File: src/rtl/int_ctrl.sv
// ---------------------------------------------------------------------------
// int_ctrl -- nested, priority-based interrupt controller
//
// Synchronizes N_IRQ raw interrupt lines, latches them as pending requests
// (edge or level mode), and presents the highest-priority enabled request
// that outranks the line currently in service as a registered vector jump
// request to the CPU. Acknowledged lines are pushed onto an in-service stack
// (up to DEPTH deep) and popped again by return-from-interrupt.
//
// Ports
//   clk       : single clock, all state updates on the rising edge
//   reset     : asynchronous, active-low reset
//   irq       : raw interrupt lines (asynchronous to clk)
//   mask_we   : write strobe for the enable mask
//   mask_d    : new enable mask, bit i = 1 enables line i
//   ack       : CPU loaded vec_addr into its PC this cycle
//   reti      : CPU executes return-from-interrupt this cycle
//   req       : registered request for a vector jump
//   vec_addr  : registered vector address belonging to req
//   int_a     : one-hot line currently in service, zero when none
//   level     : current nesting depth
//   pending   : latched, not yet serviced requests
//   uflow     : one-cycle pulse on reti with an empty stack
// ---------------------------------------------------------------------------
module int_ctrl #(
  parameter int          N_IRQ      = 8,
  parameter int          ADDR_W     = 10,
  parameter int unsigned VEC_BASE   = 10'h3C0,
  parameter int unsigned VEC_STRIDE = 4,
  parameter int          DEPTH      = 4,
  parameter bit          EDGE       = 1'b1,
  localparam int         LW         = $clog2(DEPTH + 1)
) (
  input  logic              clk,
  input  logic              reset,
  input  logic [N_IRQ-1:0]  irq,
  input  logic              mask_we,
  input  logic [N_IRQ-1:0]  mask_d,
  input  logic              ack,
  input  logic              reti,
  output logic              req,
  output logic [ADDR_W-1:0] vec_addr,
  output logic [N_IRQ-1:0]  int_a,
  output logic [LW-1:0]     level,
  output logic [N_IRQ-1:0]  pending,
  output logic              uflow
);

  localparam int IW = $clog2(N_IRQ);

  logic [N_IRQ-1:0]  sync1_reg;
  logic [N_IRQ-1:0]  sync2_reg;
  logic [N_IRQ-1:0]  mask_reg;
  logic [N_IRQ-1:0]  pending_reg;
  logic [N_IRQ-1:0]  pend_vis;
  logic [N_IRQ-1:0]  prio_ok;
  logic [N_IRQ-1:0]  cand_vec;
  logic [N_IRQ-1:0]  int_a_reg;
  logic [IW-1:0]     stack_reg [DEPTH];
  logic [LW-1:0]     level_reg;
  logic              req_reg;
  logic              uflow_reg;
  logic [ADDR_W-1:0] vec_addr_reg;
  logic [IW-1:0]     vec_idx_reg;

  logic [IW-1:0]     top_idx;
  logic [IW-1:0]     below_idx;
  logic [IW-1:0]     cand_idx;
  logic              cand_valid;
  logic              room;
  logic              ack_take;
  logic              reti_take;
  logic              pop;
  logic              req_next;
  logic [31:0]       vec_full;
  logic [ADDR_W-1:0] vec_addr_next;

  function automatic logic [N_IRQ-1:0] onehot(input logic [IW-1:0] idx);
    logic [N_IRQ-1:0] v;
    v      = '0;
    v[idx] = 1'b1;
    return v;
  endfunction

  // Two-flop synchronizer on every raw line.
  always_ff @(posedge clk or negedge reset) begin
    if (!reset) begin
      sync1_reg <= '0;
      sync2_reg <= '0;
    end else begin
      sync1_reg <= irq;
      sync2_reg <= sync1_reg;
    end
  end

  // An ack only counts while a request is actually being presented; a
  // simultaneous reti is then dropped.
  assign ack_take  = ack & req_reg;
  assign reti_take = reti & ~ack_take;
  assign pop       = reti_take & (level_reg != '0);
  assign room      = int'(level_reg) < DEPTH;

  generate
    if (EDGE) begin : g_edge
      logic [N_IRQ-1:0] prev_reg;
      logic [N_IRQ-1:0] ack_clr;

      assign ack_clr = ack_take ? onehot(vec_idx_reg) : '0;

      // A fresh edge wins over the ack clear so a re-trigger coinciding
      // with the ack is not lost.
      always_ff @(posedge clk or negedge reset) begin
        if (!reset) begin
          prev_reg    <= '0;
          pending_reg <= '0;
        end else begin
          prev_reg    <= sync2_reg;
          pending_reg <= (pending_reg & ~ack_clr) | (sync2_reg & ~prev_reg);
        end
      end

      assign pend_vis = pending_reg;
    end else begin : g_level
      logic [N_IRQ-1:0] in_stack;

      always_comb begin
        in_stack = '0;
        for (int d = 0; d < DEPTH; d++) begin
          if (d < int'(level_reg)) in_stack[stack_reg[d]] = 1'b1;
        end
      end

      // Registered copy keeps the same request latency as edge mode.
      always_ff @(posedge clk or negedge reset) begin
        if (!reset) pending_reg <= '0;
        else        pending_reg <= sync2_reg;
      end

      assign pend_vis = pending_reg & ~in_stack;
    end
  endgenerate

  // Top of stack and the entry beneath it (the new top after a pop).
  always_comb begin
    top_idx   = '0;
    below_idx = '0;
    for (int d = 0; d < DEPTH; d++) begin
      if (int'(level_reg) == d + 1) top_idx   = stack_reg[d];
      if (int'(level_reg) == d + 2) below_idx = stack_reg[d];
    end
  end

  // A line may preempt only if strictly higher priority (lower index) than
  // the line in service; with an empty stack every line qualifies.
  genvar gi;
  generate
    for (gi = 0; gi < N_IRQ; gi++) begin : g_prio
      assign prio_ok[gi] = (level_reg == '0) || (gi < int'(top_idx));
    end
  endgenerate

  assign cand_vec   = pend_vis & mask_reg & prio_ok;
  assign cand_valid = |cand_vec;

  always_comb begin
    cand_idx = '0;
    for (int i = N_IRQ - 1; i >= 0; i--) begin
      if (cand_vec[i]) cand_idx = IW'(i);
    end
  end

  assign req_next      = cand_valid & room & ~ack_take;
  assign vec_full      = VEC_BASE + 32'(cand_idx) * VEC_STRIDE;
  assign vec_addr_next = vec_full[ADDR_W-1:0];

  // The index pushed on ack is the one registered with vec_addr, i.e. the
  // vector the CPU actually jumped to.
  always_ff @(posedge clk or negedge reset) begin
    if (!reset) begin
      mask_reg     <= '0;
      level_reg    <= '0;
      int_a_reg    <= '0;
      req_reg      <= 1'b0;
      uflow_reg    <= 1'b0;
      vec_addr_reg <= '0;
      vec_idx_reg  <= '0;
      for (int d = 0; d < DEPTH; d++) stack_reg[d] <= '0;
    end else begin
      if (mask_we) mask_reg <= mask_d;

      req_reg <= req_next;
      if (req_next) begin
        vec_addr_reg <= vec_addr_next;
        vec_idx_reg  <= cand_idx;
      end

      uflow_reg <= reti_take && (level_reg == '0);

      if (ack_take) begin
        for (int d = 0; d < DEPTH; d++) begin
          if (int'(level_reg) == d) stack_reg[d] <= vec_idx_reg;
        end
        level_reg <= level_reg + LW'(1);
        int_a_reg <= onehot(vec_idx_reg);
      end else if (pop) begin
        level_reg <= level_reg - LW'(1);
        int_a_reg <= (level_reg > LW'(1)) ? onehot(below_idx) : '0;
      end
    end
  end

  assign req      = req_reg;
  assign vec_addr = vec_addr_reg;
  assign int_a    = int_a_reg;
  assign level    = level_reg;
  assign pending  = pend_vis;
  assign uflow    = uflow_reg;

endmodule
File: config.mk
export PLATFORM = sky130hd
export DESIGN_NAME = int_ctrl
export DESIGN_NICKNAME = d
export VERILOG_FILES = /design/src/rtl/int_ctrl.sv
export SDC_FILE = /design/constraint.sdc
export NUM_CORES = 1
export LEC_CHECK = 0
export BUFFER_PORTS_ARGS = -buffer_cell sky130_fd_sc_hd__buf_2
export CAP_MARGIN = 10
export CORE_ASPECT_RATIO = 0.6
export CORE_MARGIN = 2
export CORE_UTILIZATION = 40
export CTS_BUF_LIST = sky130_fd_sc_hd__clkbuf_4 sky130_fd_sc_hd__clkbuf_8
export DETAILED_ROUTE_END_ITERATION = 12
export HOLD_SLACK_MARGIN = 0.15
export SYNTH_ARGS = -nofsm -noshare
export SYNTH_HDL_FRONTEND = slang
export SYNTH_SLANG_ARGS = --single-unit
export TNS_END_PERCENT = 20
File: constraint.sdc
create_clock -name clk -period 5 [get_ports clk]
set_input_delay 0.5 -clock clk [delete_from_list [all_inputs] [get_ports clk]]
set_output_delay 0.5 -clock clk [all_outputs]
set_load 0.01 [all_outputs]
# After elaboration in Yosys (flattened, before gate mapping)
# Cells that the tools add are included.
[op_classes] n_addsub=3 order_cmp=13 n_eq_ne=5 mux=26 bitwise=13 reduce_logical=19
[ops] op="3-bit 2-to-1 mux" n=18
[ops] op="8-bit AND" n=4
[ops] op="8-bit 2-to-1 mux" n=4
[ops] op="8-bit NOT" n=2
[ops] op="3-bit == test, second input constant" n=4
[ops] op="10-bit by 5-bit adder with 10-bit output, first input constant" n=1
[ops] op="3-bit less-than comparator, first input constant" n=3
[ops] op="3-bit by 4-bit less-than comparator with 1-bit output, second input constant" n=2
[ops] op="8-bit OR" n=1
[ops] op="2-bit AND reduction" n=4
[ops] op="8-bit OR reduction" n=1
[ops] op="1-bit logical OR" n=7
[ops] op="1-bit demux with 3-bit select" n=2
[ops] op="3-bit by 1-bit >= comparator with 1-bit output, second input constant" n=2
[ops] op="3-bit zero test" n=2
[ops] op="1-bit by 3-bit less-than comparator with 1-bit output, first input constant" n=2
[ops] op="2-bit by 3-bit less-than comparator with 1-bit output, first input constant" n=2
[ops] op="1-bit AND" n=5
[ops] op="3-bit by 1-bit adder with 3-bit output, second input constant" n=1
[ops] op="3-bit by 2-bit == test with 1-bit output, second input constant" n=1
[ops] op="3-bit by 1-bit > comparator with 1-bit output, second input constant" n=1
[ops] op="1-bit logical AND" n=3
[ops] op="3-bit less-than comparator, second input constant" n=1
[ops] op="3-bit nonzero test" n=1
[ops] op="4 further kinds" n=5
[totals] ff_bits=78 inputBits=21 wordCells=94

# Depth between registers and ports, before layout
[logic_depth] depth_word=17 ltp_mapped=11

# Worst setup path after synthesis
# OpenSTA, ideal clock, no wires.
[synth_timing] kind="register to register" startpoint="register level_reg[2] (netlist: level[2])" endpoint="register vec_idx_reg[0]" setup_time_ps=125 t_arrival_ps=2744 required_time_ps=4875 slack_ps=2131 stages_incl_launch_ff=12 synth_period_minus_slack_ps=2869 cell_sequence="dfrtp_1 > buf_2 > inv_1 > ha_1 > buf_2 > a22o_1 > a211oi_2 > o21ai_0 > o211ai_1 > a21boi_2 > o31ai_4 > mux2_4"
[synth_between] elab_chain_len=15 elab_cells_between_ends=36
[synth_rtl] element="start, declared" line="60" text="logic [LW-1:0] level_reg;"
[synth_rtl] element="start signal, assigned" line="203" text="level_reg <= level_reg + LW'(1);"
[synth_rtl] element="start signal, assigned" line="206" text="level_reg <= level_reg - LW'(1);"
[synth_rtl] element="3-bit by 2-bit == test with 1-bit output" line="148" text="if (int'(level_reg) == d + 1) top_idx = stack_reg[d];"
[synth_rtl] element="3-bit 2-to-1 mux (4 in series)" line="148"
[synth_rtl] element="3-bit less-than comparator" line="158" text="assign prio_ok[gi] = (level_reg == '0) || (gi < int'(top_idx));"
[synth_rtl] element="1-bit logical OR" line="158"
[synth_rtl] element="8-bit AND" line="162" text="assign cand_vec = pend_vis & mask_reg & prio_ok;"
[synth_rtl] element="3-bit 2-to-1 mux (7 in series)" line="168" text="if (cand_vec[i]) cand_idx = IW'(i);"
[synth_rtl] element="end signal, assigned" line="194" text="vec_idx_reg <= cand_idx;"
[synth_rtl] element="end, declared" line="64" text="logic [IW-1:0] vec_idx_reg;"
# Several ways; a longest one is shown, not always the timed one.
# A chain may end at the register's enable or synchronous reset.

# Worst setup path after layout
# Same ends and word-level chain as after synthesis.

==> metrics.yaml <==
min_path_type: "in2reg"
status: "completed"
num_rows: 24
antenna_found_initial: 0
worstSetupEndpointType: "flip-flop"
fin_tns_setup_ps: 0
combPwrFrac_pct: 37.9
diodes: 0
worstSetupStartpoint: "level[2]"
grt_pass1_wl_um: 11420
cts_root_buf: "clkbuf_8"
cp_slowest_cell: "dfrtp_1"
pwr-share-clk_pct: 21.2
drc_errors: 0
cp-start-kind: "flip-flop"
period_share_pct: 66.41
design.die.area_mm2: 0.008504
dp_slack_ps: 1775
post_drt_via_cell_ratio: 5.201
clk_pin_slew_ps: 80
netlist_area_mm2: 0.003104
ys_types: 51
die_x_um: 117.7
largest_reg_flops: 12
fmax_mhz: 301.2
drtAntennaViolNets: 0
grt_max_degree: 70
timing.final.max_slew_violations: 0
timing.critical_path.required_ps: 5240
fin_hold_ws_ps: 242.7
power_uw: 1954
switching_share_pct: 40.60
pwr_density_cell_mw_per_mm2: 543.3
switching_power_uw: 793.3
cts-resized-gates: 0
grt_pass1_vias: 2181
area_growth_pct: 15.84
clock_latency_ps: 360
globalRouteTotalUtil_pct: 17.96
start_util_pct: 42.02
syn_inst: 279
relSlewSlack_pct: 43.65
critPathBufInv: 1
layout_setup_ws_ps: 1679
path_cells: "inv_1 -> ha_1 -> nor4b_4 -> a2111oi_2 -> nor2_1 -> a32oi_2 -> o221ai_2 -> o31ai_4 -> mux2_4"
p_int_uw: 1161
grt_overflow: 0
path_class: "reg2reg"
drv_cap: 0
synth-main-ff-cell: "dfrtp_1"
hold_buffers: 0
cts_buffers: 9
ys_warn_count: 0
worst_pin_slew_ps: 845.2
die_h_um: 72.24
ys_ff_latch: 69
seq_power_share_pct: 41.0
core_region_area_mm2: 0.007387
ys_async_sr_fraction_pct: 100.0
totalWireLength_um: 6999
gp_congestion: 0.8942
wire_per_inst_um: 16.02
syn-mean-instance-area_um2: 11.13
rsz0062_at_grt: "false"
cp_max_fo: 18
fin_skew_ps: 7.219
cts.sinks: 69
vdd_drop_max_mv: 0.1719
post_cts_buffers: 0
pin_count: 52
period_needed_ps: 3321
hpwlAfterDp_um: 5136
num_vias: 2273
final_nets: 355
max_stage_delay_ps: 600
first_iter_violations: 180
layout-drive-gt1-share_pct: 30.33
first_pass_iters: 4
hold_violations: 0
synthTopCellsByArea: "dfrtp_1 (56%), mux2_2 (8.0%), nand2_1 (4.1%)"
synth_top_area_share_pct: 55.62
timing.rr.start: "level[2]"
p_leak_uw: 0.001705
synth_area_leader_cell: "dfrtp_1"
critical_path.top_delay_family: "compound AO/OA/AOI/OAI gates"
htreeDepth: 3
yosysSeqAreaShare_pct: 55.62
synth-edff-count: 0
finalSetupViolations: 0
hold_start: "irq[1]"
cts_tree: "yes"
clock_path_buffers: 2
io_buffers: 48
worstPathArrival_ps: 3560
==> Yosys cell counts (4+ instances only) <==
library cell  instances
a22oi_1               6
ha_1                  6
o21ai_0              22
mux2_2               22
a21oi_1              16
clkbuf_1              5
nand2_1              34
dfrtp_1              69
nor2_1               16
nor2b_1               5
inv_1                17
nand3_1               4
buf_4                 6
==> through the flow <==
step / instances / util, % / area (µm²)
after floorplan: 281 / - / 3112
after global placement: 421 / 46.27 / 3418
after detailed placement: 421 / 46.27 / 3418
after CTS: 437 / 48.68 / 3596
after global routing: 437 / 48.68 / 3596
final: 437 / 48.68 / 3596
==> power groups by stage <==
stage / Sequential (µW) / Combinational (µW) / Clock [µW]
after floorplan: 776 / 539 / 0
after global placement: 804 / 726 / 0
after detailed placement: 808 / 731 / 0
after CTS: 800 / 736 / 427
after global routing: 820 / 822 / 454
final: 800 / 740 / 413
==> cells by family after synthesis <==
family	share of synthesized area [%]
buf+inv	4.595
simple gates	12.13
xor+xnor	0.5644
other cells	0.1208
mux	8.464
fa+ha+maj	2.418
compound gates	16.08
flops	55.62
==> per-layer routing <==
layer	share of wire, %	GRT usage (%)
met1	50	26.43
met2	39	23.13
met4	2.0	7.095
met5	0	0
met3	9.0	7.469
==> final cells by class <==
cell class                 count  area [µm²]
fill                         716        3791
sequential                    69        1727
clock buffer                   9       123.9
multi-input combinational    181        1242
timing repair buffer          50       255.2
inverter                      17       63.81
clock inverter                 7       53.80
tap                          104       130.1
==> layout by cell type, fill, tap and decap left out, types with 3 or more instances in the layout <==
cell type | synthesis | final
clkbuf_8 | 0 | 9
nand2_1 | 34 | 34
conb_1 | 1 | 3
buf_2 | 3 | 48
nand3_1 | 4 | 4
o21ai_0 | 22 | 22
a21oi_1 | 16 | 16
nor2b_1 | 5 | 5
ha_1 | 6 | 6
and2_1 | 3 | 3
nor4bb_1 | 3 | 3
mux2_2 | 22 | 22
dfrtp_1 | 69 | 69
nor2_1 | 16 | 16
inv_6 | 0 | 5
a22oi_1 | 6 | 6
inv_1 | 17 | 17
==> worst paths after layout <==
path / endpoint / slack, ps / cells after the start
max in group asynchronous: pending[4] / 4120 / 2
min: sync1_reg[1] / 240 / 1
max: vec_idx_reg[0] / 1680 / 9
max reg2reg: vec_idx_reg[0] / 1680 / 9
min in group asynchronous: stack_reg[5] / 320 / 2
min reg2reg: sync2_reg[0] / 350 / 0
No activity file was read; power rests on OpenSTA's default activity.
